## src/rtl/ones4_sched_if.sv

```systemverilog
// Bundle of requester-side and result signals for the shared ones-mod-4 scheduler.
// The master drives requests, words and clears; the slave (scheduler) returns grants and results.
interface ones4_sched_if #(
    parameter int N = 4,
    parameter int W = 8
);
    localparam int IW = $clog2(N);
    localparam int HW = $clog2(W + 1);

    logic [N-1:0]   req;
    logic [N*W-1:0] data;
    logic [N-1:0]   clr;
    logic [N-1:0]   gnt;
    logic           busy;
    logic           done;
    logic [IW-1:0]  done_id;
    logic [HW-1:0]  hits;
    logic           a_o;
    logic           b_o;
    logic [2*N-1:0] ctx_o;

    modport master (
        output req, data, clr,
        input  gnt, busy, done, done_id, hits, a_o, b_o, ctx_o
    );

    modport slave (
        input  req, data, clr,
        output gnt, busy, done, done_id, hits, a_o, b_o, ctx_o
    );
endinterface

```

## src/rtl/ones4_sched.sv

```systemverilog
// Round-robin scheduler time-sharing one serial ones-mod-4 detector among N requesters.
// Each requester owns a 2-bit detector context; granted words stream LSB-first on falling edges of ck.
module ones4_sched #(
    parameter int N = 4,
    parameter int W = 8
) (
    input  logic          ck,
    input  logic          rst_n,
    ones4_sched_if.slave  bus
);
    localparam int IW = $clog2(N);
    localparam int HW = $clog2(W + 1);
    localparam int XW = $clog2(W);
    localparam logic [N-1:0] ONE_N = {{(N-1){1'b0}}, 1'b1};

    typedef enum logic [0:0] {IDLE = 1'b0, SHIFT = 1'b1} state_t;

    // Detector step: returns {b, d1, d0} for state s and input bit a.
    function automatic logic [2:0] det_step(input logic [1:0] s, input logic a);
        det_step = {a & s[1] & s[0], s[1] ^ (a & s[0]), s[0] ^ a};
    endfunction

    state_t          state_q, state_d;
    logic [IW-1:0]   rr_q, rr_d;
    logic [IW-1:0]   cur_q, cur_d;
    logic [XW-1:0]   idx_q, idx_d;
    logic [W-1:0]    shreg_q, shreg_d;
    logic [1:0]      ws_q, ws_d;
    logic [HW-1:0]   acc_q, acc_d;
    logic [N-1:0]    gnt_q, gnt_d;
    logic            busy_q, busy_d;
    logic            done_q, done_d;
    logic [IW-1:0]   done_id_q, done_id_d;
    logic [HW-1:0]   hits_q, hits_d;
    logic [2*N-1:0]  ctx_q, ctx_d;

    logic            found_s;
    logic [IW-1:0]   pick_s;
    logic            last_s;
    logic            a_s;
    logic            b_s;
    logic [1:0]      ws_nxt_s;

    assign last_s = (idx_q == XW'(W - 1));

    // Round-robin search starting just after the last served requester.
    always_comb begin
        logic [IW-1:0] c;
        found_s = 1'b0;
        pick_s  = '0;
        c       = rr_q;
        for (int k = 0; k < N; k++) begin
            c = (c == IW'(N - 1)) ? IW'(0) : c + IW'(1);
            if (!found_s && bus.req[c]) begin
                found_s = 1'b1;
                pick_s  = c;
            end else begin
                found_s = found_s;
            end
        end
    end

    // FSM state register.
    always_ff @(negedge ck or negedge rst_n) begin
        if (!rst_n) begin
            state_q <= IDLE;
        end else begin
            state_q <= state_d;
        end
    end

    // FSM next-state logic.
    always_comb begin
        state_d = state_q;
        case (state_q)
            IDLE:    if (found_s) state_d = SHIFT; else state_d = IDLE;
            SHIFT:   if (last_s)  state_d = IDLE;  else state_d = SHIFT;
            default: state_d = IDLE;
        endcase
    end

    // FSM outputs: serial bit into the shared detector and its hit.
    always_comb begin
        logic [2:0] step_v;
        if (state_q == SHIFT) begin
            a_s = shreg_q[0];
        end else begin
            a_s = 1'b0;
        end
        step_v   = det_step(ws_q, a_s);
        b_s      = step_v[2];
        ws_nxt_s = step_v[1:0];
    end

    // Datapath next-state: grant load, serial shift, write-back and clears.
    always_comb begin
        rr_d      = rr_q;
        cur_d     = cur_q;
        idx_d     = idx_q;
        shreg_d   = shreg_q;
        ws_d      = ws_q;
        acc_d     = acc_q;
        gnt_d     = gnt_q;
        busy_d    = busy_q;
        done_d    = 1'b0;
        done_id_d = done_id_q;
        hits_d    = hits_q;
        ctx_d     = ctx_q;
        case (state_q)
            IDLE: begin
                if (found_s) begin
                    shreg_d = bus.data[pick_s*W +: W];
                    ws_d    = ctx_q[2*pick_s +: 2];
                    cur_d   = pick_s;
                    rr_d    = pick_s;
                    gnt_d   = ONE_N << pick_s;
                    busy_d  = 1'b1;
                    idx_d   = '0;
                    acc_d   = '0;
                end else begin
                    gnt_d = '0;
                end
            end
            SHIFT: begin
                ws_d    = ws_nxt_s;
                acc_d   = acc_q + HW'(b_s);
                shreg_d = shreg_q >> 1;
                idx_d   = idx_q + XW'(1);
                if (last_s) begin
                    ctx_d[2*cur_q +: 2] = ws_nxt_s;
                    hits_d              = acc_q + HW'(b_s);
                    done_id_d           = cur_q;
                    done_d              = 1'b1;
                    gnt_d               = '0;
                    busy_d              = 1'b0;
                end else begin
                    busy_d = 1'b1;
                end
            end
            default: begin
                gnt_d  = '0;
                busy_d = 1'b0;
            end
        endcase
        // A clear on the write-back edge takes precedence over the write-back.
        for (int j = 0; j < N; j++) begin
            if (bus.clr[j]) begin
                ctx_d[2*j +: 2] = 2'b00;
            end else begin
                ctx_d[2*j +: 2] = ctx_d[2*j +: 2];
            end
        end
    end

    // Datapath registers.
    always_ff @(negedge ck or negedge rst_n) begin
        if (!rst_n) begin
            rr_q      <= IW'(N - 1);
            cur_q     <= '0;
            idx_q     <= '0;
            shreg_q   <= '0;
            ws_q      <= 2'b00;
            acc_q     <= '0;
            gnt_q     <= '0;
            busy_q    <= 1'b0;
            done_q    <= 1'b0;
            done_id_q <= '0;
            hits_q    <= '0;
            ctx_q     <= '0;
        end else begin
            rr_q      <= rr_d;
            cur_q     <= cur_d;
            idx_q     <= idx_d;
            shreg_q   <= shreg_d;
            ws_q      <= ws_d;
            acc_q     <= acc_d;
            gnt_q     <= gnt_d;
            busy_q    <= busy_d;
            done_q    <= done_d;
            done_id_q <= done_id_d;
            hits_q    <= hits_d;
            ctx_q     <= ctx_d;
        end
    end

    assign bus.gnt     = gnt_q;
    assign bus.busy    = busy_q;
    assign bus.done    = done_q;
    assign bus.done_id = done_id_q;
    assign bus.hits    = hits_q;
    assign bus.a_o     = a_s;
    assign bus.b_o     = b_s;
    assign bus.ctx_o   = ctx_q;
endmodule

```

## src/flat_wrapper.sv

```systemverilog
// flat-port wrapper written by rule: the top's interface ports become plain ports
module ones4_sched_flat 
#(
    parameter int N = 4,
    parameter int W = 8
)
  (ck, rst_n, bus_req, bus_data, bus_clr, bus_gnt, bus_busy, bus_done, bus_done_id, bus_hits, bus_a_o, bus_b_o, bus_ctx_o);
  ones4_sched_if #(.N(N), .W(W)) bus_i ();
  input  logic ck;
  input  logic rst_n;
  input wire logic [$bits(bus_i.req)-1:0] bus_req;
  input wire logic [$bits(bus_i.data)-1:0] bus_data;
  input wire logic [$bits(bus_i.clr)-1:0] bus_clr;
  output wire logic [$bits(bus_i.gnt)-1:0] bus_gnt;
  output wire logic [$bits(bus_i.busy)-1:0] bus_busy;
  output wire logic [$bits(bus_i.done)-1:0] bus_done;
  output wire logic [$bits(bus_i.done_id)-1:0] bus_done_id;
  output wire logic [$bits(bus_i.hits)-1:0] bus_hits;
  output wire logic [$bits(bus_i.a_o)-1:0] bus_a_o;
  output wire logic [$bits(bus_i.b_o)-1:0] bus_b_o;
  output wire logic [$bits(bus_i.ctx_o)-1:0] bus_ctx_o;
  assign bus_i.req = bus_req;
  assign bus_i.data = bus_data;
  assign bus_i.clr = bus_clr;
  assign bus_gnt = bus_i.gnt;
  assign bus_busy = bus_i.busy;
  assign bus_done = bus_i.done;
  assign bus_done_id = bus_i.done_id;
  assign bus_hits = bus_i.hits;
  assign bus_a_o = bus_i.a_o;
  assign bus_b_o = bus_i.b_o;
  assign bus_ctx_o = bus_i.ctx_o;
  ones4_sched #(.N(N), .W(W)) u_core (.ck(ck), .rst_n(rst_n), .bus(bus_i));
endmodule
```

## config.mk

```make
export PLATFORM = sky130hd
export DESIGN_NAME = ones4_sched_flat
export DESIGN_NICKNAME = d
export VERILOG_FILES = /design/src/rtl/ones4_sched_if.sv /design/src/rtl/ones4_sched.sv /design/src/flat_wrapper.sv
export SDC_FILE = /design/constraint.sdc
export NUM_CORES = 1
export LEC_CHECK = 0
export ABC_AREA = 1
export CAP_MARGIN = 20
export CORE_MARGIN = 5
export CORE_UTILIZATION = 52
export CTS_BUF_LIST = sky130_fd_sc_hd__clkbuf_8
export DETAILED_ROUTE_END_ITERATION = 10
export MAX_ROUTING_LAYER = met4
export PLACE_DENSITY = 0.83
export RECOVER_POWER = 50
export SYNTH_ARGS = -nofsm -noshare
export SYNTH_HDL_FRONTEND = slang
export SYNTH_SLANG_ARGS = --single-unit
```

## constraint.sdc

```tcl
create_clock -name ck -period 2.29 [get_ports ck]
set_input_delay 0.3435 -clock ck [delete_from_list [all_inputs] [get_ports ck]]
set_output_delay 0.3435 -clock ck [all_outputs]
set_load 0.03 [all_outputs]
```

==> impl_metrics.tcl <==
set metrics [dict create \
    outcome "finished with violations" \
    failed_checks "setup timing" \
    timing.critical_path.fanout_max 6 \
    syn_avg_cell_area_um2 7.05 \
    count_of_distinct_cell_types_in_the_synthesized_netlist 32 \
    io-pin-count 64 \
    die_x_um 82.3 \
    max-clock-path-buffers 2 \
    min_path_type "flip-flop to flip-flop" \
    drt-pass1-iter-count 5 \
    layout.area.seq_mm2 0.00105 \
    netlist_top_cells_count "115 x sky130_fd_sc_hd__nand2_1, 72 x sky130_fd_sc_hd__inv_1, 56 x sky130_fd_sc_hd__nand3_1, 40 x sky130_fd_sc_hd__dfrtn_1, 15 x sky130_fd_sc_hd__o21ai_0" \
    cts_hold_repair.buffers 0 \
    area_growth_syn_to_layout_pct 67.5 \
    drt-total-wl_mm 11.7 \
    detailedRoute.firstIterationViolations 364 \
    synth_enable_flop_cells 0 \
    netlist.top_cell.by_area "sky130_fd_sc_hd__dfrtn_1" \
    die_height_um 82.3 \
    post_synth_inst_count 385 \
    routabilityCongestion 0.860 \
    drv.max_cap_violation_count 0 \
    timing_max_transition_violations_final 0 \
    finalHoldViolCount 0 \
    fin_skew_ns 0.0814 \
    multiInputGateArea_mm2 0.00168 \
    cts_num_sinks 42 \
    grt_use_total 0.295 \
    die_area_mm2 0.00677 \
    synth_most_common_cell "sky130_fd_sc_hd__nand2_1" \
    grt_pass1_vias 3208 \
    critPathLaunchType "input pin" \
    required_ns 1.30 \
    worst_setup_path_class "input pin to flip-flop" \
    grt_remaining_overflow 0 \
    port_buffers 63 \
    synth_top_cells_by_area "sky130_fd_sc_hd__dfrtn_1 37%, sky130_fd_sc_hd__nand2_1 16%, sky130_fd_sc_hd__nand3_1 10%" \
    final_util 0.896 \
    yosysWarningCount 0 \
    clock_tree_from_tritoncts "yes" \
    timing.critical_path.arrival_ns 1.84 \
    worst-slew-pin-transition_ns 0.526 \
    cts_buffers 5 \
    cts.htree.levels 2 \
    netlist_area_before_placement_mm2 0.00272 \
    root_buffer "sky130_fd_sc_hd__clkbuf_8" \
    max_slew_margin 0.649 \
    initial_utilization 0.535 \
    dominantRegCellSynth "sky130_fd_sc_hd__dfrtn_1" \
    antenna_diode_count 0 \
    vias 3552 \
    share_of_flip_flops_with_an_asynchronous_set_or_reset 1.00 \
    fillerInstances 219 \
    hpwl_mm 5.23 \
    post-synth-top-area-fraction 0.369 \
    post_drt_via_cell_ratio 6.15 \
    worst_slack_ns -0.541 \
    clock_latency_on_the_worst_skew_pair_ns 0.38 \
    synth.ff_latch_count 42 \
    synth_fp_nets 437 \
    post_route_cells_drive_above_1_share 0.382 \
    wire_length_of_the_first_global_routing_pass_mm 14.8 \
    clock_pin_slew_of_the_registers_on_the_worst_case_setup_and_hold_paths_ns 0.06 \
    final_net_count 560 \
    setup.worst_path.end_class "flip-flop" \
    seq_area_frac_synth 0.388 \
    number_of_antenna_violations_at_the_first_check_in_global_routing 0 \
    pin_count_of_the_biggest_net_entering_global_routing 20 \
    drcViolationCount 0 \
    postRouteAntennaNets 0 \
    routed_length_per_placed_instance_um 20.3 \
    design.core.area_mm2 0.00507 \
    finalSetupViolations 52 \
    unrepaired_setup_endpoints_after_global_routing "true" \
    core.rowCount 26 \
]
[worst paths after layout]
kind / startpoint / slack, ns / end / depth (start not counted)
setup / recovery: bus_req[0] / -0.54 / u_core.shreg_q[4] / 18
hold / removal: u_core.bus.hits[3] / 0.47 / u_core.bus.hits[3] / 2
setup reg to reg: u_core.rr_q[0] / -0.47 / u_core.shreg_q[4] / 18
hold reg to reg: u_core.bus.hits[3] / 0.47 / u_core.bus.hits[3] / 2
max in group asynchronous: rst_n / 0.43 / u_core.shreg_q[0] / 2
min in group asynchronous: rst_n / 0.98 / u_core.acc_q[3] / 1
[per-layer routing]
metal,GRT usage,vias to the layer above,wire length [µm]
met5,-,-,0
met2,0.493,339,5590
met1,0.336,1636,3980
met3,0.0488,113,1290
li1,-,1464,-
met4,0.164,0,872
[layout make-up]
class | instances | share of cell area
Multi-Input combinational cell | 255 | 0.370
Timing Repair Buffer | 126 | 0.290
Sequential cell | 42 | 0.232
Inverter | 75 | 0.0685
Tap cell | 70 | 0.0193
Clock buffer | 5 | 0.0151
Clock inverter | 4 | 0.00358
Timing Repair inverter | 1 | 0.00138
[stage by stage]
step / instance area [µm²] / hold WS (ns) / std cells / TNS, ns / worst slack [ns]
finish: 4550 / 0.471 / 578 / -13.49 / -0.541
global placement: 3530 / 0.419 / 529 / -28.36 / -1.12
floorplan: 2760 / 0.403 / 385 / -7.16 / -0.337
detailed placement: 3530 / 0.428 / 529 / -29.40 / -1.16
global route: 4550 / 0.504 / 578 / -15.68 / -0.581
CTS: 4230 / 0.428 / 563 / -9.66 / -0.403
[state kept, by name, indices dropped and copies added (netlist names), 3 cells and up]
register,flops
u_core.bus.gnt,4
u_core.bus.ctx_o,8
u_core.bus.hits,4
u_core.acc_q,4
u_core.shreg_q,8
u_core.idx_q,3
[timing repair]
item,4_1_cts,5_1_grt
pin swaps,32,27
endpoints found under the setup margin,49,49
gates resized for setup,110,61
buffers inserted,19,15
cloned,7,1
[cell families (layout without fill, tap and decap cells)]
logic type | after synthesis | in the layout | share of synthesized area
buffers and inverters | 90 | 211 | 0.139
flip-flops | 42 | 42 | 0.388
AO/OA/AOI/OAI | 44 | 44 | 0.0936
XOR/XNOR | 2 | 2 | 0.00645
adder cells (fa/ha/maj) | 10 | 10 | 0.0461
AND/OR/NAND/NOR | 197 | 199 | 0.327
[placed cells by master, fill, tap and decap left out, types with 3 or more instances in the layout]
cell                              count
sky130_fd_sc_hd__nand2_2             34
sky130_fd_sc_hd__nor2_1               3
sky130_fd_sc_hd__o21ai_0             11
sky130_fd_sc_hd__o21ai_1             11
sky130_fd_sc_hd__ha_1                10
sky130_fd_sc_hd__nand4_1              5
sky130_fd_sc_hd__o21ai_2              3
sky130_fd_sc_hd__nand3_1             34
sky130_fd_sc_hd__buf_4               40
sky130_fd_sc_hd__dfrtn_1             40
sky130_fd_sc_hd__clkbuf_8             5
sky130_fd_sc_hd__inv_4                5
sky130_fd_sc_hd__nand2_4             11
sky130_fd_sc_hd__clkdlybuf4s50_1     36
sky130_fd_sc_hd__nor2_4               7
sky130_fd_sc_hd__inv_2                4
sky130_fd_sc_hd__nand2_1             74
sky130_fd_sc_hd__nand3_2             19
sky130_fd_sc_hd__buf_12               5
sky130_fd_sc_hd__buf_16               4
sky130_fd_sc_hd__nand3_4              5
sky130_fd_sc_hd__buf_6               36
sky130_fd_sc_hd__inv_1               66
sky130_fd_sc_hd__o22ai_1             11
[worst max-delay path, stage by stage]
cell	delay, ns
sky130_fd_sc_hd__buf_8	0.10
sky130_fd_sc_hd__inv_6	0.05
sky130_fd_sc_hd__nand2_2	0.05
sky130_fd_sc_hd__nand2_1	0.09
sky130_fd_sc_hd__nand2_1	0.07
sky130_fd_sc_hd__nand2_2	0.10
sky130_fd_sc_hd__nand3_2	0.08
sky130_fd_sc_hd__nor2_4	0.14
sky130_fd_sc_hd__nor2_4	0.06
sky130_fd_sc_hd__buf_6	0.13
sky130_fd_sc_hd__nand2_8	0.11
sky130_fd_sc_hd__buf_12	0.14
sky130_fd_sc_hd__buf_6	0.10
sky130_fd_sc_hd__nand2_4	0.04
sky130_fd_sc_hd__nand3_2	0.06
sky130_fd_sc_hd__nand2_1	0.05
sky130_fd_sc_hd__nand2_1	0.06
sky130_fd_sc_hd__nand2_1	0.06
Power is left out: the tool's default activity adds up to more than one toggle a clock period on the data nets, which glitch-free logic cannot reach.
